--- src/rtl/store_merge_rmw_if.sv ---
// Memory-side bus of the store merge unit: word-aligned address, read/write
// strobes and data. The merge unit is the master, the data memory is the slave.
interface store_merge_rmw_if #(
    parameter int DATA_W = 32,
    parameter int ADDR_W = 32
);
    logic [ADDR_W-1:0] mem_addr;
    logic              mem_rd;
    logic [DATA_W-1:0] mem_rdata;
    logic              mem_wr;
    logic [DATA_W-1:0] mem_wdata;

    modport master (
        output mem_addr, mem_rd, mem_wr, mem_wdata,
        input  mem_rdata
    );

    modport slave (
        input  mem_addr, mem_rd, mem_wr, mem_wdata,
        output mem_rdata
    );
endinterface

--- src/rtl/store_merge_rmw.sv ---
// Sequenced read-modify-write for sub-word stores: reads the containing bus
// word, replaces the addressed byte lanes, writes it back; full-bus stores skip the read.
module store_merge_rmw #(
    parameter int DATA_W  = 32,
    parameter int ADDR_W  = 32,
    parameter int MEM_LAT = 1
) (
    input  logic                 clk,
    input  logic                 reset,
    input  logic                 start,
    input  logic [1:0]           size,
    input  logic [ADDR_W-1:0]    addr,
    input  logic [DATA_W-1:0]    store_data,
    store_merge_rmw_if.master    mem,
    output logic                 busy,
    output logic                 done,
    output logic                 misalign_err
);
    localparam int NB    = DATA_W / 8;
    localparam int OFF_W = $clog2(NB);
    localparam int CNT_W = 4;

    typedef enum logic [2:0] {
        S_IDLE,
        S_READ,
        S_WAIT,
        S_WRITE,
        S_DONE
    } state_t;

    state_t             state_q, state_d;
    logic [ADDR_W-1:0]  addr_q, addr_d;
    logic [OFF_W-1:0]   off_q, off_d;
    logic [1:0]         size_q, size_d;
    logic [DATA_W-1:0]  data_q, data_d;
    logic [DATA_W-1:0]  wdata_q, wdata_d;
    logic [CNT_W-1:0]   cnt_q, cnt_d;
    logic               err_q, err_d;

    logic               start_legal;
    logic               start_full;
    logic [NB-1:0]      lane_mask;
    logic [DATA_W-1:0]  shifted;
    logic [DATA_W-1:0]  merged;

    always_comb begin
        start_legal = 1'b0;
        case (size)
            2'b11:   start_legal = 1'b1;
            2'b10:   start_legal = ~addr[0];
            2'b01:   start_legal = (addr[1:0] == 2'b00);
            default: start_legal = (DATA_W == 64) && (addr[2:0] == 3'b000);
        endcase
        start_full = ((size == 2'b01) && (DATA_W == 32)) ||
                     ((size == 2'b00) && (DATA_W == 64));
    end

    // Store data is moved up to the target lane; the lane mask limits the
    // replacement to the store width so stale upper bits of store_data are ignored.
    always_comb begin
        lane_mask = '0;
        case (size_q)
            2'b11:   lane_mask = NB'(8'h01);
            2'b10:   lane_mask = NB'(8'h03);
            2'b01:   lane_mask = NB'(8'h0F);
            default: lane_mask = NB'(8'hFF);
        endcase
        lane_mask = lane_mask << off_q;
        shifted   = data_q << {off_q, 3'b000};
        merged    = '0;
        for (int unsigned i = 0; i < NB; i++) begin
            merged[8*i +: 8] = lane_mask[i] ? shifted[8*i +: 8] : mem.mem_rdata[8*i +: 8];
        end
    end

    always_comb begin
        state_d = state_q;
        addr_d  = addr_q;
        off_d   = off_q;
        size_d  = size_q;
        data_d  = data_q;
        wdata_d = wdata_q;
        cnt_d   = cnt_q;
        err_d   = err_q;
        case (state_q)
            S_IDLE: begin
                if (start) begin
                    addr_d = {addr[ADDR_W-1:OFF_W], OFF_W'(0)};
                    off_d  = addr[OFF_W-1:0];
                    size_d = size;
                    data_d = store_data;
                    err_d  = ~start_legal;
                    if (!start_legal) begin
                        state_d = S_DONE;
                    end else if (start_full) begin
                        wdata_d = store_data;
                        state_d = S_WRITE;
                    end else begin
                        state_d = S_READ;
                    end
                end
            end
            S_READ: begin
                cnt_d   = CNT_W'(MEM_LAT);
                state_d = S_WAIT;
            end
            S_WAIT: begin
                cnt_d = cnt_q - CNT_W'(1);
                // The read word is merged as it is captured, so the write
                // register holds the final value by the time WRITE is entered.
                if (cnt_q == CNT_W'(1)) begin
                    wdata_d = merged;
                    state_d = S_WRITE;
                end
            end
            S_WRITE: state_d = S_DONE;
            S_DONE:  state_d = S_IDLE;
            default: state_d = S_IDLE;
        endcase
    end

    always_ff @(posedge clk or negedge reset) begin
        if (!reset) begin
            state_q <= S_IDLE;
            addr_q  <= '0;
            off_q   <= '0;
            size_q  <= '0;
            data_q  <= '0;
            wdata_q <= '0;
            cnt_q   <= '0;
            err_q   <= 1'b0;
        end else begin
            state_q <= state_d;
            addr_q  <= addr_d;
            off_q   <= off_d;
            size_q  <= size_d;
            data_q  <= data_d;
            wdata_q <= wdata_d;
            cnt_q   <= cnt_d;
            err_q   <= err_d;
        end
    end

    assign mem.mem_addr  = addr_q;
    assign mem.mem_wdata = wdata_q;
    assign mem.mem_rd    = (state_q == S_READ);
    assign mem.mem_wr    = (state_q == S_WRITE);
    assign busy          = (state_q != S_IDLE);
    assign done          = (state_q == S_DONE);
    assign misalign_err  = (state_q == S_DONE) && err_q;
endmodule

--- src/flat_wrapper.sv ---
// flat-port wrapper written by rule: the top's interface ports become plain ports
module store_merge_rmw_flat 
#(
    parameter int DATA_W  = 32,
    parameter int ADDR_W  = 32,
    parameter int MEM_LAT = 1
)
  (clk, reset, start, size, addr, store_data, busy, done, misalign_err, mem_mem_addr, mem_mem_rd, mem_mem_wr, mem_mem_wdata, mem_mem_rdata);
  store_merge_rmw_if #(.DATA_W(DATA_W), .ADDR_W(ADDR_W)) mem_i ();
  input  logic clk;
  input  logic reset;
  input  logic start;
  input  logic [1:0] size;
  input  logic [ADDR_W-1:0] addr;
  input  logic [DATA_W-1:0] store_data;
  output logic busy;
  output logic done;
  output logic misalign_err;
  output wire logic [$bits(mem_i.mem_addr)-1:0] mem_mem_addr;
  output wire logic [$bits(mem_i.mem_rd)-1:0] mem_mem_rd;
  output wire logic [$bits(mem_i.mem_wr)-1:0] mem_mem_wr;
  output wire logic [$bits(mem_i.mem_wdata)-1:0] mem_mem_wdata;
  input wire logic [$bits(mem_i.mem_rdata)-1:0] mem_mem_rdata;
  assign mem_mem_addr = mem_i.mem_addr;
  assign mem_mem_rd = mem_i.mem_rd;
  assign mem_mem_wr = mem_i.mem_wr;
  assign mem_mem_wdata = mem_i.mem_wdata;
  assign mem_i.mem_rdata = mem_mem_rdata;
  store_merge_rmw #(.DATA_W(DATA_W), .ADDR_W(ADDR_W), .MEM_LAT(MEM_LAT)) u_core (.clk(clk), .reset(reset), .start(start), .size(size), .addr(addr), .store_data(store_data), .mem(mem_i), .busy(busy), .done(done), .misalign_err(misalign_err));
endmodule
--- config.mk ---
export PLATFORM = sky130hd
export DESIGN_NAME = store_merge_rmw_flat
export DESIGN_NICKNAME = d
export VERILOG_FILES = /design/src/rtl/store_merge_rmw_if.sv /design/src/rtl/store_merge_rmw.sv /design/src/flat_wrapper.sv
export SDC_FILE = /design/constraint.sdc
export NUM_CORES = 1
export LEC_CHECK = 0
export CORE_MARGIN = 5
export CORE_UTILIZATION = 40
export CTS_BUF_LIST = sky130_fd_sc_hd__clkbuf_8
export DETAILED_ROUTE_END_ITERATION = 10
export PLACE_DENSITY_LB_ADDON = 0.2
export SKIP_LAST_GASP = 1
export SLEW_MARGIN = 20
export SYNTH_ARGS = -nofsm -noshare
export SYNTH_HDL_FRONTEND = slang
export SYNTH_SLANG_ARGS = --single-unit
--- constraint.sdc ---
create_clock -name clk -period 4.9 [get_ports clk]
set_input_delay 1.225 -clock clk [delete_from_list [all_inputs] [get_ports clk]]
set_output_delay 1.225 -clock clk [all_outputs]
set_load 0.05 [all_outputs]
==> results of run 1 <==
## cell type report
class | instances | area (µm²) | area share (%)
inverters | 21 | 78.83 | 1.075
well taps | 176 | 220.2 | 3.002
clock inverters | 6 | 57.56 | 0.7846
flip-flops and latches | 106 | 2653 | 36.16
repair buffers | 175 | 1733 | 23.62
diodes | 1 | 2.502 | 0.03411
clock buffers | 10 | 137.6 | 1.876
multi-input cells | 316 | 2454 | 33.45
## report_power, final
group          switching (W)  leakage (nW)  internal (W)  total (W)
Combinational        0.00210          1.66       0.00135    0.00345
Sequential          0.000408          1.25       0.00132    0.00173
Clock               0.000298         0.107      0.000247   0.000544
## worst reg2reg max path: cells and delay by family (launching register included)
kind | cells | cell delay, ns
flip-flops | 1 | 0.68
AO/OA/AOI/OAI | 1 | 0.47
AND/OR/NAND/NOR | 2 | 0.63
multiplexers | 1 | 0.39
## state kept, by name, summed over array words and instances, names as in the netlist
register,count
u_core.mem.mem_addr,30
u_core.size_q,2
u_core.err_q,1
u_core.state_q,3
u_core.mem.mem_wdata,32
u_core.data_q,32
u_core.off_q,2
u_core.cnt_q,4
## worst max path at each step
stage / to / slack (ns) / depth (start not counted)
detailed placement: u_core.mem.mem_wdata[4]$_DFFE_PN0P_ / 1.45 / 5
global placement: u_core.mem.mem_wdata[2]$_DFFE_PN0P_ / 1.53 / 5
floorplan: mem_mem_wr / 2.10 / 3
global route: mem_mem_rd / 1.14 / 3
CTS: mem_mem_rd / 1.21 / 3
finish: mem_mem_rd / 1.22 / 3
## per-layer routing
layer  share of wire [%]  global-route usage, %  up-vias
li1                    -                      -     2052
met3                  10                  9.441       15
met1                  40                  24.09     2191
met5                   0                      0        -
met2                  49                  33.36      174
met4                 1.0                  4.290        0
## cells in the final DEF, fill, tap and decap left out, types with 2 or more instances in the layout
| master | netlist | routed |
|---|---|---|
| o211ai_1 | 16 | 16 |
| clkbuf_8 | 0 | 10 |
| o221ai_1 | 7 | 7 |
| dfrtp_1 | 106 | 106 |
| clkinv_2 | 0 | 3 |
| nand2b_1 | 4 | 4 |
| a21oi_1 | 25 | 25 |
| conb_1 | 1 | 2 |
| buf_4 | 5 | 8 |
| and2_1 | 4 | 4 |
| mux2_4 | 3 | 3 |
| nor2b_1 | 3 | 3 |
| nor2_1 | 3 | 2 |
| nor3b_1 | 2 | 2 |
| nor2_2 | 2 | 2 |
| o21ai_0 | 11 | 11 |
| a211oi_1 | 17 | 17 |
| clkinv_1 | 2 | 2 |
| clkdlybuf4s50_1 | 0 | 166 |
| mux2_2 | 72 | 72 |
| o2bb2ai_1 | 8 | 8 |
| inv_1 | 19 | 20 |
| nand3_1 | 10 | 10 |
| a311oi_1 | 8 | 8 |
| a31oi_1 | 24 | 24 |
| nand3b_1 | 2 | 2 |
| nand2_1 | 44 | 44 |
| mux2i_1 | 33 | 33 |
| ha_1 | 2 | 2 |
## per-stage QoR
stage               instance area [µm²]  power [W]  hold slack (ns)  util, %
floorplan                          5410   0.004129           0.4404        -
global placement                   7134   0.005136           0.4627    53.87
detailed placement                 7134   0.005199           0.4816    53.87
CTS                                7330   0.005770           0.5032    55.35
global route                       7336   0.006076           0.5296    55.39
finish                             7336   0.005723           0.5003    55.39
## cell families (layout without fill, tap and decap cells)
| kind of cell | after synthesis | after routing | share of synthesized area, % |
|---|---|---|---|
| AOI/OAI and AO/OA | 121 | 121 | 15.21 |
| adders and majority gates | 2 | 2 | 0.4628 |
| buffers and inverters | 61 | 212 | 5.763 |
| DFF | 106 | 106 | 49.06 |
| muxes | 108 | 108 | 21.94 |
| other | 1 | 3 | 0.06936 |
| and+or+nand+nor | 83 | 83 | 7.498 |
==> impl_metrics.env, run 1 <==
export IMPL_min_to="u_core.mem.mem_wdata[26]$_DFFE_PN0P_"
export IMPL_numClockSinks=106
export IMPL_core_um2=13240
export IMPL_clock_latency_ns=0.39
export IMPL_drive_above_1_share_pct=16.40
export IMPL_vias=4432
export IMPL_synth_cells=482
export IMPL_drtAntennaViolNets=0
export IMPL_slowest_delay_ns=0.80
export IMPL_area_delta_synth_final_pct=35.69
export IMPL_critPathCaptureType="output port"
export IMPL_async_reset_ff_share_pct=100.0
export IMPL_clock_fmax_ghz=0.2719
export IMPL_rsz0062_at_grt="false"
export IMPL_ff2ff_setup_slack_ns=2.63
export IMPL_ir_drop_uv=413.1
export IMPL_initialDrtViolationCount=220
export IMPL_path_clk_slew_ns=0.09
export IMPL_start_util_pct=40.83
export IMPL_wl_um=15800
export IMPL_worst_pin_slew_ns=0.7277
export IMPL_cts_root_buffer="clkbuf_8"
export IMPL_holdCritStartpoint="u_core.mem.mem_wdata[26]$_DFFE_PN0P_"
export IMPL_io_pins=170
export IMPL_dp_hpwl_um=11570
export IMPL_die_x_um=126.3
export IMPL_path_delay_family="buffers and inverters"
export IMPL_worstHoldPathCells=1
export IMPL_gp_congestion=0.8535
export IMPL_r2r_cells=4
export IMPL_drc_errors=0
export IMPL_grt_pass1_vias=4769
export IMPL_io_buffers=167
export IMPL_fin_nets=732
export IMPL_yosysTopAreaCell="dfrtp_1"
export IMPL_power_leakage_nw=3.021
export IMPL_yosys_top_cells_area="dfrtp_1, mux2_2, mux2i_1"
export IMPL_period_minus_slack_ns=3.678
export IMPL_ys_ff_latch=106
export IMPL_path_buf_inv=2
export IMPL_relSlewSlack_pct=51.48
export IMPL_drt_pre_antenna_iters=4
export IMPL_crit_type="flip-flop to output port"
export IMPL_r2r_start="u_core.state_q[1]$_DFFE_PN0P_"
export IMPL_cts_hold_buf=0
export IMPL_min_path_type="flip-flop to flip-flop"
export IMPL_syn_area_um2=5406
export IMPL_synth_main_ff_cell="dfrtp_1"
export IMPL_tns_ns=0
export IMPL_tritoncts="done"
export IMPL_avgSynthCellArea_um2=11.22
export IMPL_slew_violations=0
export IMPL_post_cts_buffers=0
export IMPL_hold_violations=0
export IMPL_path_cells="or3b_2 -> inv_1 -> clkdlybuf4s50_1"
export IMPL_path_max_fanout=17
export IMPL_via_per_inst=5.465
export IMPL_cp_startpoint="u_core.state_q[1]$_DFFE_PN0P_"
export IMPL_fin_skew_ns=0.01300
export IMPL_fin_crit_sh_pct=75.06
export IMPL_synth_edff_count=0
export IMPL_fp_dieArea_um2=15940
export IMPL_yosysUniqueCellTypes=44
export IMPL_ys_seq_area_share_pct=49.06
export IMPL_antenna_found_initial=1
export IMPL_startpoint_type="flip-flop"
export IMPL_track_usage_pct=20.14
export IMPL_routedWlPerCell_um=19.48
export IMPL_worst_slack_ns=1.222
export IMPL_cts_resized=0
export IMPL_grt_pass1_wl_um=25650
export IMPL_setup_viol=0
export IMPL_yosys_top_cells_count="dfrtp_1, mux2_2, nand2_1"
export IMPL_htreeDepth=3
export IMPL_p_per_area_nw_per_um2=780.1
export IMPL_synthMostInstantiatedCell="dfrtp_1"
export IMPL_yosys_warnings=0
export IMPL_required_ns=3.67
export IMPL_nFillCells=1210
export IMPL_pre_cts_slack_ns=1.454
export IMPL_dp_cells=794
export IMPL_yosysTopAreaCellShare_pct=49.06
export IMPL_grt_overflow=0
export IMPL_layoutNonFillerInstCount=811
export IMPL_rows=42
export IMPL_r2r_end="u_core.mem.mem_wdata[2]$_DFFE_PN0P_"
export IMPL_critical_path_slowest_cell="clkdlybuf4s50_1"
export IMPL_cts_buffer_depth=2
export IMPL_critPathArrivalTime_ns=2.45
export IMPL_grt_max_degree=81
export IMPL_drv_cap=0
export IMPL_die_h_um=126.3
export IMPL_numCtsBuffers=9
export IMPL_outcome="completed"
Note: power is estimated with default switching activity, not from simulation.
==> inputs of run 2 (changes only) <==
==> constraint.sdc (replaced) <==
create_clock -name clk -period 3.84 [get_ports clk]
set_input_delay 0.96 -clock clk [delete_from_list [all_inputs] [get_ports clk]]
set_output_delay 0.96 -clock clk [all_outputs]
set_load 0.05 [all_outputs]
==> impl_metrics.env, run 2 (synthesized netlist as in run 1, its figures left out) <==
export IMPL_layout_commonest_cell="clkdlybuf4s50_1"
export IMPL_gr_max_usage_layer="met2"
export IMPL_die_x_um=126.3
export IMPL_antenna_found_initial=0
export IMPL_use_met1_pct=23.96
export IMPL_htreeDepth=3
export IMPL_period_minus_slack_ns=3.428
export IMPL_area_delta_synth_final_pct=36.03
export IMPL_min_path_type="flip-flop to flip-flop"
export IMPL_crit_type="flip-flop to output port"
export IMPL_n_antenna_cell=0
export IMPL_holdCritStartpoint="u_core.cnt_q[2]$_DFFE_PN0P_"
export IMPL_fin_skew_ns=0.01103
export IMPL_setup_viol=0
export IMPL_tns_ns=0
export IMPL_dp_cells=793
export IMPL_gr_usage_met3_pct=8.848
export IMPL_io_pins=170
export IMPL_rows=42
export IMPL_rsz0062_at_grt="false"
export IMPL_drt_pre_antenna_iters=5
export IMPL_cts_resized=0
export IMPL_ff2ff_setup_slack_ns=1.36
export IMPL_io_buffers=167
export IMPL_path_depth=3
export IMPL_path_clk_slew_ns=0.09
export IMPL_drtAntennaViolNets=0
export IMPL_path_delay_family="buffers and inverters"
export IMPL_initialDrtViolationCount=280
export IMPL_mostFrequentLayoutCells="clkdlybuf4s50_1, dfrtp_1, mux2_2"
export IMPL_numClockSinks=106
export IMPL_slew_violations=0
export IMPL_clock_latency_ns=0.39
export IMPL_numCtsBuffers=9
export IMPL_fp_dieArea_um2=15940
export IMPL_wl_um=15850
export IMPL_cts_hold_buf=0
export IMPL_path_max_fanout=17
export IMPL_path_cells="or3b_2 -> inv_1 -> clkdlybuf4s50_1"
export IMPL_die_h_um=126.3
export IMPL_path_buf_inv=2
export IMPL_grt_pass1_wl_um=25030
export IMPL_critical_path_slowest_cell="clkdlybuf4s50_1"
export IMPL_outcome="completed"
export IMPL_required_ns=2.88
export IMPL_clock_fmax_ghz=0.2917
export IMPL_power_leakage_nw=3.018
export IMPL_grtUsageMet2_pct=32.61
export IMPL_relSlewSlack_pct=29.55
export IMPL_drive_above_1_share_pct=16.43
export IMPL_slowest_delay_ns=0.80
export IMPL_cts_buffer_depth=2
export IMPL_routedWlPerCell_um=19.59
export IMPL_critPathArrivalTime_ns=2.47
export IMPL_start_util_pct=40.83
export IMPL_grt_overflow=0
export IMPL_min_to="u_core.cnt_q[2]$_DFFE_PN0P_"
export IMPL_final_util_pct=55.54
export IMPL_track_usage_pct=19.98
export IMPL_drv_cap=0
export IMPL_layoutNonFillerInstCount=809
export IMPL_gp_congestion=0.8436
export IMPL_grt_pass1_vias=4646
export IMPL_tritoncts="done"
export IMPL_hold_violations=0
export IMPL_cts_root_buffer="clkbuf_8"
export IMPL_fin_crit_sh_pct=89.28
export IMPL_worst_pin_slew_ns=1.057
export IMPL_r2r_end="u_core.mem.mem_wdata[2]$_DFFE_PN0P_"
export IMPL_critPathCaptureType="output port"
export IMPL_nFillCells=1173
export IMPL_core_um2=13240
export IMPL_drc_errors=0
export IMPL_fin_nets=731
export IMPL_worst_slack_ns=0.4115
export IMPL_pre_cts_slack_ns=0.8316
export IMPL_dp_hpwl_um=11470
export IMPL_post_cts_buffers=0
export IMPL_startpoint_type="flip-flop"
export IMPL_grt_max_degree=68
export IMPL_ir_drop_uv=571.3
export IMPL_worstHoldPathCells=1
export IMPL_p_per_area_nw_per_um2=997.3
export IMPL_via_per_inst=5.499
export IMPL_whs_ns=0.5043
export IMPL_r2r_start="u_core.state_q[1]$_DFFE_PN0P_"
export IMPL_r2r_cells=5
export IMPL_vias=4449
==> run 2: layout make-up <==
class                      count  area (µm²)  share of cell area, %
timing repair buffer         174        1747                  23.75
clock buffer                  10       137.6                  1.871
tap                          176       220.2                  2.994
multi-input combinational    316        2454                  33.36
clock inverter                 6       65.06                 0.8847
sequential                   106        2653                  36.07
inverter                      21       78.83                  1.072
==> run 2: power breakdown <==
group          leakage, nW  total [W]  switching [W]  internal (W)
combinational         1.66    0.00435        0.00262       0.00174
clock                0.103   0.000722       0.000401      0.000321
sequential            1.25    0.00226       0.000574       0.00169
total                 3.02    0.00733        0.00359       0.00374
==> run 2: how the worst max path moves through the flow <==
stage	from	end	slack (ns)
2_1_floorplan	u_core.state_q[1]$_DFFE_PN0P_	mem_mem_wr	1.30
6_report	u_core.state_q[1]$_DFFE_PN0P_	mem_mem_rd	0.41
5_1_grt	u_core.state_q[1]$_DFFE_PN0P_	mem_mem_rd	0.29
3_3_place_gp	u_core.state_q[1]$_DFFE_PN0P_	mem_mem_rd	0.86
3_5_place_dp	u_core.state_q[1]$_DFFE_PN0P_	mem_mem_rd	0.83
4_1_cts	u_core.state_q[1]$_DFFE_PN0P_	mem_mem_rd	0.38
==> run 2: per-layer routing <==
| layer | wire length, µm | part of all wire, % |
|---|---|---|
| met5 | 0 | 0 |
| met4 | 347 | 2.2 |
| met3 | 1557 | 9.8 |
| met2 | 7558 | 48 |
| met1 | 6385 | 40 |
==> run 2: per-stage QoR <==
stage                     cell area, µm²  total power, W
after CTS                           7355        0.007389
after global routing                7355        0.007787
after floorplan                     5410        0.005269
after detailed placement            7152        0.006644
final                               7355        0.007335
after global placement              7152        0.006557
==> inputs of run 3 (changes only) <==
--- a/config.mk
+++ b/config.mk
@@ -8,6 +8,7 @@
 export CORE_MARGIN = 5
 export CORE_UTILIZATION = 40
 export CTS_BUF_LIST = sky130_fd_sc_hd__clkbuf_8
+export CTS_CLUSTER_DIAMETER = 50
 export DETAILED_ROUTE_END_ITERATION = 10
 export PLACE_DENSITY_LB_ADDON = 0.2
 export SKIP_LAST_GASP = 1
==> results of run 3 <==
Final layout, timing and power as in run 2 (identical DEF).
